==> src/rtl/axi_mst_rd_arb_pkg.sv <==
// Shared constants and FSM encoding for the AXI master read-side arbiter.
// The write-side arbiter is expected to pick up the same widths from here.
package axi_mst_rd_arb_pkg;

  localparam int unsigned DEF_NUM_REQ = 4;

  localparam int unsigned AXI_ID_W    = 4;
  localparam int unsigned AXI_ADDR_W  = 32;
  localparam int unsigned AXI_LEN_W   = 8;
  localparam int unsigned AXI_DATA_W  = 32;
  localparam int unsigned AXI_SIZE_W  = 3;
  localparam int unsigned AXI_BURST_W = 2;

  typedef enum logic [1:0] {
    StIdle  = 2'd0,
    StIssue = 2'd1,
    StWait  = 2'd2
  } state_e;

endpackage

==> src/rtl/axi_mst_rd_arb_if.sv <==
// Requester-side and read-controller-side signals of the read arbiter.
// The master modport is the arbiter's view; slave is the environment's view.
interface axi_mst_rd_arb_if
  import axi_mst_rd_arb_pkg::*;
#(
  parameter int unsigned NUM_REQ = DEF_NUM_REQ,
  parameter int unsigned ID_W    = AXI_ID_W,
  parameter int unsigned ADDR_W  = AXI_ADDR_W,
  parameter int unsigned LEN_W   = AXI_LEN_W,
  parameter int unsigned DATA_W  = AXI_DATA_W
);

  logic [NUM_REQ-1:0]             req_valid;
  logic [NUM_REQ-1:0]             req_ready;
  logic [NUM_REQ*ID_W-1:0]        req_id;
  logic [NUM_REQ*ADDR_W-1:0]      req_addr;
  logic [NUM_REQ*LEN_W-1:0]       req_len;
  logic [NUM_REQ*AXI_SIZE_W-1:0]  req_size;
  logic [NUM_REQ*AXI_BURST_W-1:0] req_burst;

  logic [NUM_REQ-1:0]             rsp_valid;
  logic [DATA_W-1:0]              rsp_data;
  logic                           busy;

  logic                           rd_req_en;
  logic [ID_W-1:0]                rd_id;
  logic [ADDR_W-1:0]              rd_base_addr;
  logic [LEN_W-1:0]               rd_len;
  logic [AXI_SIZE_W-1:0]          rd_size;
  logic [AXI_BURST_W-1:0]         rd_burst;
  logic                           rd_result_en;
  logic [DATA_W-1:0]              rd_result_data;

  modport master (
    input  req_valid, req_id, req_addr, req_len, req_size, req_burst,
    input  rd_result_en, rd_result_data,
    output req_ready, rsp_valid, rsp_data, busy,
    output rd_req_en, rd_id, rd_base_addr, rd_len, rd_size, rd_burst
  );

  modport slave (
    output req_valid, req_id, req_addr, req_len, req_size, req_burst,
    output rd_result_en, rd_result_data,
    input  req_ready, rsp_valid, rsp_data, busy,
    input  rd_req_en, rd_id, rd_base_addr, rd_len, rd_size, rd_burst
  );

endinterface

==> src/rtl/axi_mst_rd_arb_rr_arbiter.sv <==
// Combinational round-robin picker: first set request at or after rr_ptr, wrapping.
module axi_mst_rd_arb_rr_arbiter #(
  parameter int unsigned NUM_REQ = 4,
  parameter int unsigned IDX_W   = $clog2(NUM_REQ)
) (
  input  logic [NUM_REQ-1:0] req,
  input  logic [IDX_W-1:0]   rr_ptr,
  output logic [NUM_REQ-1:0] grant,
  output logic [IDX_W-1:0]   grant_idx,
  output logic               any_req
);

  int unsigned idx;

  assign any_req = |req;

  // Scan farthest-first so the nearest requester after rr_ptr is written last and wins.
  always_comb begin
    idx       = 0;
    grant_idx = '0;
    for (int k = NUM_REQ - 1; k >= 0; k--) begin
      idx = (32'(rr_ptr) + 32'(k)) % NUM_REQ;
      if (req[idx[IDX_W-1:0]]) begin
        grant_idx = idx[IDX_W-1:0];
      end
    end
    grant = any_req ? (NUM_REQ'(1) << grant_idx) : '0;
  end

endmodule

==> src/rtl/axi_mst_rd_arb.sv <==
// Serialises NUM_REQ read requesters onto one single-outstanding AXI read controller
// and routes each last-beat result back to the requester that owns it.
module axi_mst_rd_arb
  import axi_mst_rd_arb_pkg::*;
#(
  parameter int unsigned NUM_REQ = DEF_NUM_REQ,
  parameter int unsigned IDX_W   = $clog2(NUM_REQ),
  parameter int unsigned ID_W    = AXI_ID_W,
  parameter int unsigned ADDR_W  = AXI_ADDR_W,
  parameter int unsigned LEN_W   = AXI_LEN_W,
  parameter int unsigned DATA_W  = AXI_DATA_W
) (
  input logic               clk,
  input logic               rst_n,
  axi_mst_rd_arb_if.master  bus
);

  state_e state_q, state_d;

  logic [NUM_REQ-1:0]     grant;
  logic [IDX_W-1:0]       grant_idx;
  logic                   any_req;
  logic                   grant_take;
  logic                   rsp_take;

  logic [IDX_W-1:0]       rr_ptr_q;
  logic [IDX_W-1:0]       grant_idx_q;
  logic [ID_W-1:0]        rd_id_q;
  logic [ADDR_W-1:0]      rd_addr_q;
  logic [LEN_W-1:0]       rd_len_q;
  logic [AXI_SIZE_W-1:0]  rd_size_q;
  logic [AXI_BURST_W-1:0] rd_burst_q;
  logic [NUM_REQ-1:0]     rsp_valid_q;
  logic [DATA_W-1:0]      rsp_data_q;

  axi_mst_rd_arb_rr_arbiter #(
    .NUM_REQ (NUM_REQ),
    .IDX_W   (IDX_W)
  ) u_rr_arbiter (
    .req       (bus.req_valid),
    .rr_ptr    (rr_ptr_q),
    .grant     (grant),
    .grant_idx (grant_idx),
    .any_req   (any_req)
  );

  assign grant_take = (state_q == StIdle) && any_req;
  assign rsp_take   = (state_q == StWait) && bus.rd_result_en;

  always_ff @(posedge clk or negedge rst_n) begin
    if (!rst_n) begin
      state_q <= StIdle;
    end else begin
      state_q <= state_d;
    end
  end

  always_comb begin
    state_d = state_q;
    unique case (state_q)
      StIdle:  if (any_req) state_d = StIssue;
      StIssue: state_d = StWait;
      StWait:  if (bus.rd_result_en) state_d = StIdle;
      default: state_d = StIdle;
    endcase
  end

  always_comb begin
    bus.req_ready = '0;
    bus.busy      = 1'b0;
    bus.rd_req_en = 1'b0;
    unique case (state_q)
      StIdle:  bus.req_ready = grant;
      StIssue: begin
        bus.busy      = 1'b1;
        bus.rd_req_en = 1'b1;
      end
      StWait:  bus.busy = 1'b1;
      default: ;
    endcase
  end

  // Payload is captured only on grant so rd_* hold the last granted request between bursts.
  always_ff @(posedge clk or negedge rst_n) begin
    if (!rst_n) begin
      rr_ptr_q    <= '0;
      grant_idx_q <= '0;
      rd_id_q     <= '0;
      rd_addr_q   <= '0;
      rd_len_q    <= '0;
      rd_size_q   <= '0;
      rd_burst_q  <= '0;
      rsp_valid_q <= '0;
      rsp_data_q  <= '0;
    end else begin
      rsp_valid_q <= '0;
      if (grant_take) begin
        grant_idx_q <= grant_idx;
        rr_ptr_q    <= (32'(grant_idx) == NUM_REQ - 1) ? '0 : grant_idx + 1'b1;
        rd_id_q     <= bus.req_id[grant_idx*ID_W +: ID_W];
        rd_addr_q   <= bus.req_addr[grant_idx*ADDR_W +: ADDR_W];
        rd_len_q    <= bus.req_len[grant_idx*LEN_W +: LEN_W];
        rd_size_q   <= bus.req_size[grant_idx*AXI_SIZE_W +: AXI_SIZE_W];
        rd_burst_q  <= bus.req_burst[grant_idx*AXI_BURST_W +: AXI_BURST_W];
      end
      if (rsp_take) begin
        rsp_valid_q[grant_idx_q] <= 1'b1;
        rsp_data_q               <= bus.rd_result_data;
      end
    end
  end

  assign bus.rd_id        = rd_id_q;
  assign bus.rd_base_addr = rd_addr_q;
  assign bus.rd_len       = rd_len_q;
  assign bus.rd_size      = rd_size_q;
  assign bus.rd_burst     = rd_burst_q;
  assign bus.rsp_valid    = rsp_valid_q;
  assign bus.rsp_data     = rsp_data_q;

endmodule

==> src/flat_wrapper.sv <==
// flat-port wrapper written by rule: the top's interface ports become plain ports
module axi_mst_rd_arb_flat import axi_mst_rd_arb_pkg::*;
#(
  parameter int unsigned NUM_REQ = DEF_NUM_REQ,
  parameter int unsigned IDX_W   = $clog2(NUM_REQ),
  parameter int unsigned ID_W    = AXI_ID_W,
  parameter int unsigned ADDR_W  = AXI_ADDR_W,
  parameter int unsigned LEN_W   = AXI_LEN_W,
  parameter int unsigned DATA_W  = AXI_DATA_W
)
  (clk, rst_n, bus_req_valid, bus_req_id, bus_req_addr, bus_req_len, bus_req_size, bus_req_burst, bus_rd_result_en, bus_rd_result_data, bus_req_ready, bus_rsp_valid, bus_rsp_data, bus_busy, bus_rd_req_en, bus_rd_id, bus_rd_base_addr, bus_rd_len, bus_rd_size, bus_rd_burst);
  axi_mst_rd_arb_if #(.NUM_REQ(NUM_REQ), .ID_W(ID_W), .ADDR_W(ADDR_W), .LEN_W(LEN_W), .DATA_W(DATA_W)) bus_i ();
  input logic clk;
  input logic rst_n;
  input wire logic [$bits(bus_i.req_valid)-1:0] bus_req_valid;
  input wire logic [$bits(bus_i.req_id)-1:0] bus_req_id;
  input wire logic [$bits(bus_i.req_addr)-1:0] bus_req_addr;
  input wire logic [$bits(bus_i.req_len)-1:0] bus_req_len;
  input wire logic [$bits(bus_i.req_size)-1:0] bus_req_size;
  input wire logic [$bits(bus_i.req_burst)-1:0] bus_req_burst;
  input wire logic [$bits(bus_i.rd_result_en)-1:0] bus_rd_result_en;
  input wire logic [$bits(bus_i.rd_result_data)-1:0] bus_rd_result_data;
  output wire logic [$bits(bus_i.req_ready)-1:0] bus_req_ready;
  output wire logic [$bits(bus_i.rsp_valid)-1:0] bus_rsp_valid;
  output wire logic [$bits(bus_i.rsp_data)-1:0] bus_rsp_data;
  output wire logic [$bits(bus_i.busy)-1:0] bus_busy;
  output wire logic [$bits(bus_i.rd_req_en)-1:0] bus_rd_req_en;
  output wire logic [$bits(bus_i.rd_id)-1:0] bus_rd_id;
  output wire logic [$bits(bus_i.rd_base_addr)-1:0] bus_rd_base_addr;
  output wire logic [$bits(bus_i.rd_len)-1:0] bus_rd_len;
  output wire logic [$bits(bus_i.rd_size)-1:0] bus_rd_size;
  output wire logic [$bits(bus_i.rd_burst)-1:0] bus_rd_burst;
  assign bus_i.req_valid = bus_req_valid;
  assign bus_i.req_id = bus_req_id;
  assign bus_i.req_addr = bus_req_addr;
  assign bus_i.req_len = bus_req_len;
  assign bus_i.req_size = bus_req_size;
  assign bus_i.req_burst = bus_req_burst;
  assign bus_i.rd_result_en = bus_rd_result_en;
  assign bus_i.rd_result_data = bus_rd_result_data;
  assign bus_req_ready = bus_i.req_ready;
  assign bus_rsp_valid = bus_i.rsp_valid;
  assign bus_rsp_data = bus_i.rsp_data;
  assign bus_busy = bus_i.busy;
  assign bus_rd_req_en = bus_i.rd_req_en;
  assign bus_rd_id = bus_i.rd_id;
  assign bus_rd_base_addr = bus_i.rd_base_addr;
  assign bus_rd_len = bus_i.rd_len;
  assign bus_rd_size = bus_i.rd_size;
  assign bus_rd_burst = bus_i.rd_burst;
  axi_mst_rd_arb #(.NUM_REQ(NUM_REQ), .IDX_W(IDX_W), .ID_W(ID_W), .ADDR_W(ADDR_W), .LEN_W(LEN_W), .DATA_W(DATA_W)) u_core (.clk(clk), .rst_n(rst_n), .bus(bus_i));
endmodule
==> config.mk <==
export PLATFORM = sky130hd
export DESIGN_NAME = axi_mst_rd_arb_flat
export DESIGN_NICKNAME = d
export VERILOG_FILES = /design/src/rtl/axi_mst_rd_arb_pkg.sv /design/src/rtl/axi_mst_rd_arb_if.sv /design/src/rtl/axi_mst_rd_arb_rr_arbiter.sv /design/src/rtl/axi_mst_rd_arb.sv /design/src/flat_wrapper.sv
export SDC_FILE = /design/constraint.sdc
export NUM_CORES = 1
export LEC_CHECK = 0
export CAP_MARGIN = 15
export CORE_AREA = 2 2 126 128
export CTS_CLUSTER_DIAMETER = 120
export CTS_CLUSTER_SIZE = 28
export DETAILED_ROUTE_END_ITERATION = 6
export DIE_AREA = 0 0 128 130
export GPL_ROUTABILITY_DRIVEN = 0
export PLACE_DENSITY = 0.8
export SLEW_MARGIN = 10
export SYNTH_ARGS = -nofsm -noshare
export SYNTH_HDL_FRONTEND = slang
export SYNTH_SLANG_ARGS = --single-unit
export TNS_END_PERCENT = 1
==> constraint.sdc <==
create_clock -name clk -period 3.1 [get_ports clk]
set_clock_uncertainty 0.1 [all_clocks]
set_input_delay 0.775 -clock clk [delete_from_list [all_inputs] [get_ports clk]]
set_output_delay 0.775 -clock clk [all_outputs]
set_load 0.005 [all_outputs]
== Word-level counts from Yosys, hierarchy flattened ==
Cells that the tools add are included.

* Register bits after elaboration: 91
* Input port bits: 235
* Output and inout port bits: 91

* Reductions and logical operators: 7
* $add $sub $neg: 4
* Shifts and indexed selects: 6
* Mux-type cells: 23
* Equality and inequality tests: 5
* Multipliers: 1
* $lt $le $gt $ge: 6

{| class="wikitable"
|+ Operators by type and width
! kind !! count
|-
| 128-bit by 8-bit indexed part select with 32-bit output || 1
|-
| 32-bit by 6-bit indexed part select with 8-bit output || 1
|-
| 16-bit by 5-bit indexed part select with 4-bit output || 1
|-
| 2-bit by 3-bit less-than comparator with 1-bit output, second input constant || 5
|-
| 2-bit two-way mux || 7
|-
| 4-bit two-way mux || 3
|-
| 12-bit by 5-bit indexed part select with 3-bit output || 1
|-
| 1-bit binary-select mux with 2-bit select || 4
|-
| 8-bit by 4-bit indexed part select with 2-bit output || 1
|-
| 1-bit two-way mux || 7
|-
| 2-bit case mux with 3 select lines || 1
|-
| 2-bit by 1-bit adder with 2-bit output, second input constant || 2
|-
| 2-bit adder, second input constant || 2
|-
| 2-bit == test, second input constant || 2
|-
| 2-bit by 2-bit multiplier with 4-bit output, second input constant || 1
|-
| 4-bit OR reduction || 1
|-
| 1-bit by 2-bit << shifter with 4-bit output, first input constant || 1
|-
| 1-bit logical AND || 3
|-
| 1-bit demux with 2-bit select || 1
|-
| 2-bit by 1-bit == test with 1-bit output, second input constant || 1
|-
| 2-bit by 1-bit >= comparator with 1-bit output, second input constant || 1
|-
| 2-bit logical NOT || 1
|-
| 2-bit by 1-bit != test with 1-bit output, second input constant || 1
|-
| 2-bit != test, second input constant || 1
|-
| 2 further kinds || 2
|}

== Logic depth before layout (Yosys ltp) ==
* Depth in word-level cells: 10
* Depth in mapped cells: 10

== Modules after synthesis ==
A second synthesis with hierarchy kept.

* Cell total of the unflattened synthesis: 408
* Area, all modules: 4864.7 um2

{| class="wikitable"
|+ By module, submodules not included
! module !! sequential area each (um2) !! cells each !! times used !! area an instance (um2)
|-
| axi_mst_rd_arb || 2277.2 || 379 || 1 || 4668.2
|-
| axi_mst_rd_arb_rr_arbiter || 0.0 || 29 || 1 || 196.4
|}

== Worst setup path after synthesis ==
No wires, ideal clock.

* Kind: input to output
* Start: input bus_req_valid[2]
* End: output bus_req_ready[3]
* Setup slack: 0.220 ns
* Stages on the path: 9
* Buffers on the path: 3
* Arrival time: 2.005 ns
* Cell sequence: nor2b_4 > a21o_1 > a211o_1 > buf_6 > buf_12 > buf_8 > inv_2 > ha_1 > and2_1

* Cells in the longest elaborated chain, start to end: 9
* Elaborated cells on any way between the ends: 16

{| class="wikitable"
|+ RTL lines
! item !! RTL line !! RTL
|-
| start, declared || flat_wrapper.sv:15 || <nowiki>input wire logic [$bits(bus_i.req_valid)-1:0] bus_req_valid;</nowiki>
|-
| 1-bit binary-select mux with 2-bit select || axi_mst_rd_arb_rr_arbiter.sv:23 || <nowiki>if (req[idx[IDX_W-1:0]]) begin</nowiki>
|-
| 1-bit two-way mux (implied by the code) || axi_mst_rd_arb_rr_arbiter.sv:23 ||
|-
| 2-bit two-way mux (4 in a row) || axi_mst_rd_arb_rr_arbiter.sv:23 ||
|-
| 1-bit by 2-bit << shifter with 4-bit output || axi_mst_rd_arb_rr_arbiter.sv:27 || <nowiki>grant = any_req ? (NUM_REQ'(1) << grant_idx) : '0;</nowiki>
|-
| 4-bit two-way mux * || axi_mst_rd_arb_rr_arbiter.sv:27 ||
|-
| 4-bit two-way mux * || axi_mst_rd_arb.sv:72 || <nowiki>unique case (state_q)</nowiki>
|-
| end, declared || flat_wrapper.sv:23 || <nowiki>output wire logic [$bits(bus_i.req_ready)-1:0] bus_req_ready;</nowiki>
|}

Mark *: on every way between the ends. The rest lies on a longest branch, timed or not. The select of a mux whose other input is x is not followed.

== Worst setup path after layout ==
* Start: input bus_req_valid[2]
* End: output bus_req_ready[2]

The elaborated chain is that of the path after synthesis.

==> impl_metrics.csv <==
group,metric,value,unit
cts,numClockSinks,91,
grt,global_route.overflow_total,0,
die,die_width,128,um
pwr,power_density,806,mW/mm^2
sta,maxClockFrequency,328,MHz
cts,ctsHtreeMaxLevel,3,
finish,multi_input_area,0.00225,sq mm
finish,finalCoreUtilization,54.9,%
die,count_of_pins_on_the_block_boundary,326,
setup_path,worst-endpoint-required,2.22,ns
finish,nNetsFinal,956,
cts,cts_tree,"done",
die,die_area,0.0166,sq mm
sta,post-route-min-period,3.05,ns
cts,clock_latency,0.34,ns
placement,dpl.hpwl,12.2,mm
synth,synth-edff-count,0,
routing,detail_route.wl_per_cell,17.2,um
finish,final_layout_size_suffix_gt1_share,10.5,%
pwr,p_int,0.00453,W
setup_path,cp-end-kind,"primary output",
sta,worst_hold_slack,0.323,ns
setup_path,critPathArrivalTime,2.17,ns
finish,num-fill-cells,1294,
grt,grt_antenna_before_repair,0,
pwr,max-vdd-ir-drop,0.000576,V
routing,detail_route.wirelength,15.7,mm
hold_path,hold_path.class,"input port to async pin",
synth,synthFlopType,"sky130_fd_sc_hd__dfrtp_1",
pwr,pwr-share-seq,31.0,%
routing,num_vias,4478,
die,core.rowCount,46,
placement,numPlacedInstances,895,
cts,root_buffer,"sky130_fd_sc_hd__clkbuf_16",
setup_path,critical_path.startpoint_type,"input port",
sta,slew_viol_final,0,
pwr,swShare,33.7,%
pwr,power.switching,0.00230,W
grt,grt_pass1_vias,4680,
placement,numPortBuffers,325,
finish,antenna_cells_inserted,0,
die,design.core.area,0.0154,sq mm
routing,drt_pre_antenna_iters,4,
synth,synth_cell_type_count,29,
die,floorplan.initialDensity,31.3,%
synth,synth_nets,637,
grt,groute.usage.overall,18.1,%
pwr,fin_total_pwr,0.00682,W
pwr,power_frac_clock,15.3,%
synth,post_synthesis_cell_count,398,
job,maxCapViolations,0,
finish,finish.cell_count_without_fillers,914,
synth,synth.cell_area,0.00482,sq mm
pwr,share_comb_of_total_power,53.7,%
outcome,run_status,"finished, final reports clean",
finish,layout_commonest_cell,"sky130_fd_sc_hd__clkdlybuf4s50_1",
sta,layout_setup_ws,0.0510,ns
routing,dr.first_iter.drc_count,200,
cts,cts_inserted_buffers,9,
die,die_height,130,um
sta,finalSetupViolCount,0,
finish,regArea,0.00228,sq mm
synth,seq_area_frac_synth,47.2,%
setup_path,setup.worst_path.class,"input port to primary output",
grt,grt_first_pass_wirelength,23.6,mm
sta,rsz_0062_raised_after_global_routing,"false",
sta,tightestPinTransition,1.02,ns
routing,drcViolationCount,0,
synth,ys_async_sr_fraction,100,%
finish,top_library_cells_by_usage_in_the_layout_fill_and_taps_aside,"sky130_fd_sc_hd__clkdlybuf4s50_1 (316), sky130_fd_sc_hd__mux2i_1 (98), sky130_fd_sc_hd__dfrtp_1 (91)",
sta,final.period_utilization,98.4,%
cts,clk_pin_slew,0.06,ns
cts,ctsLongestPathBuffers,2,
setup_path,critical_path.max_fanout,4,
synth,ys_seq_elements,91,
sta,worst_slew_slack_as_a_fraction_of_its_limit,32.2,%
grt,maximum_number_of_pins_on_one_net_before_global_route_repair,92,
pwr,leakage_power,3.71,nW
placement,place_worst_setup_slack,-0.502,ns
routing,viasPerCell,4.90,
synth,post_synth.cell_area_avg,12.1,sq um
sta,timing_hold_violations_final,0,
finish,area_growth_syn_to_layout,75.4,%
synth,yosysWarningCount,0,
routing,remaining_number_of_nets_flagged_by_the_antenna_check_after_routing,0,
-- cell type report --
type                            instances  area share (%)
Multi-Input combinational cell        270            26.6
Timing Repair Buffer                  340            40.0
Inverter                                5           0.222
Clock buffer                           12            3.03
Sequential cell                        91            26.9
Clock inverter                          4           0.399
Tap cell                              192            2.84
-- final timing paths --
check | startpoint | to | slack [ns] | cells past startpoint
max | bus_req_valid[2] | bus_req_ready[2] | 0.05 | 7
min | rst_n | u_core.bus.rsp_data[25] | 0.32 | 2
max reg2reg | u_core.rr_ptr_q[0] | u_core.bus.rd_base_addr[25] | 0.51 | 7
min reg2reg | u_core.bus.rd_base_addr[9] | u_core.bus.rd_base_addr[9] | 0.39 | 2
max in group asynchronous | rst_n | u_core.bus.rd_id[2] | 2.11 | 2
min in group clk | u_core.bus.rd_base_addr[9] | u_core.bus.rd_base_addr[9] | 0.39 | 2
-- power by group through the flow --
stage	logic, W	clock network, W	registers (W)
after global routing	0.00397	0.00113	0.00218
after global placement	0.00361	0	0.00209
after detailed placement	0.00370	0	0.00213
after CTS	0.00373	0.00108	0.00212
final	0.00367	0.00104	0.00211
after floorplan	0.00193	0	0.00212
-- sequential cells by signal, summed over array words and instances, names as in the netlist --
signal                   cells
u_core.bus.rd_id             4
u_core.bus.rsp_data         32
u_core.bus.rd_base_addr     32
u_core.bus.rd_burst          2
u_core.bus.rd_size           3
u_core.bus.rd_len            8
u_core.bus.rsp_valid         4
u_core.rr_ptr_q              2
u_core.grant_idx_q           2
u_core.state_q               2
-- metal layers --
layer	part of all wire [%]	GRT usage (%)
met5	0	0
met4	1.7	6.14
met3	8.5	5.82
met2	52	33.2
met1	38	19.9
-- cell families (layout without fill, tap and decap cells) --
group                    count (synthesis)  after routing  synth area share, %
flip-flops                              91             91                 47.2
AO/OA/AOI/OAI                           61             61                 10.5
adder cells (fa/ha/maj)                  4              4                 1.04
buffers and inverters                   37            361                 6.66
AND/OR/NAND/NOR                         75             75                 6.82
multiplexers                           130            130                 27.8
-- worst max-delay path, cell delays in order --
cell and delay, ns:
sky130_fd_sc_hd__clkdlybuf4s15_2 0.22, sky130_fd_sc_hd__nor2b_4 0.14, sky130_fd_sc_hd__a21o_1 0.16, sky130_fd_sc_hd__a211o_4 0.35
sky130_fd_sc_hd__buf_4 0.15, sky130_fd_sc_hd__and3_1 0.16, sky130_fd_sc_hd__clkdlybuf4s15_2 0.22
-- cells in the mapped netlist (4+ instances only) --
| library cell | n | area, sq um |
|---|---|---|
| sky130_fd_sc_hd__mux2i_1 | 98 | 981 |
| sky130_fd_sc_hd__dfrtp_1 | 91 | 2280 |
| sky130_fd_sc_hd__nand2_1 | 57 | 214 |
| sky130_fd_sc_hd__o221ai_1 | 49 | 429 |
| sky130_fd_sc_hd__mux2_2 | 32 | 360 |
| sky130_fd_sc_hd__clkbuf_1 | 12 | 45.0 |
| sky130_fd_sc_hd__buf_12 | 6 | 120 |
| sky130_fd_sc_hd__buf_6 | 6 | 67.6 |
| sky130_fd_sc_hd__a21oi_1 | 5 | 25.0 |
| sky130_fd_sc_hd__buf_2 | 5 | 25.0 |
| sky130_fd_sc_hd__ha_1 | 4 | 50.1 |
| sky130_fd_sc_hd__inv_1 | 4 | 15.0 |
| sky130_fd_sc_hd__nand2b_1 | 4 | 25.0 |
-- metrics by stage --
step	TNS (ns)	area [sq um]
after detailed placement	-9.27	8160
after global placement	-6.39	8160
after global routing	0	8460
final	0	8460
after floorplan	0	4820
after CTS	0	8460
-- repair_timing --
action                     4_1_cts  5_1_grt
setup endpoints to repair        4        0
hold buffers                     0        0
buffers inserted                 3        0
hold endpoints to repair         0        0
gates resized for setup         23        0
Note: power is estimated with default switching activity, not from simulation.
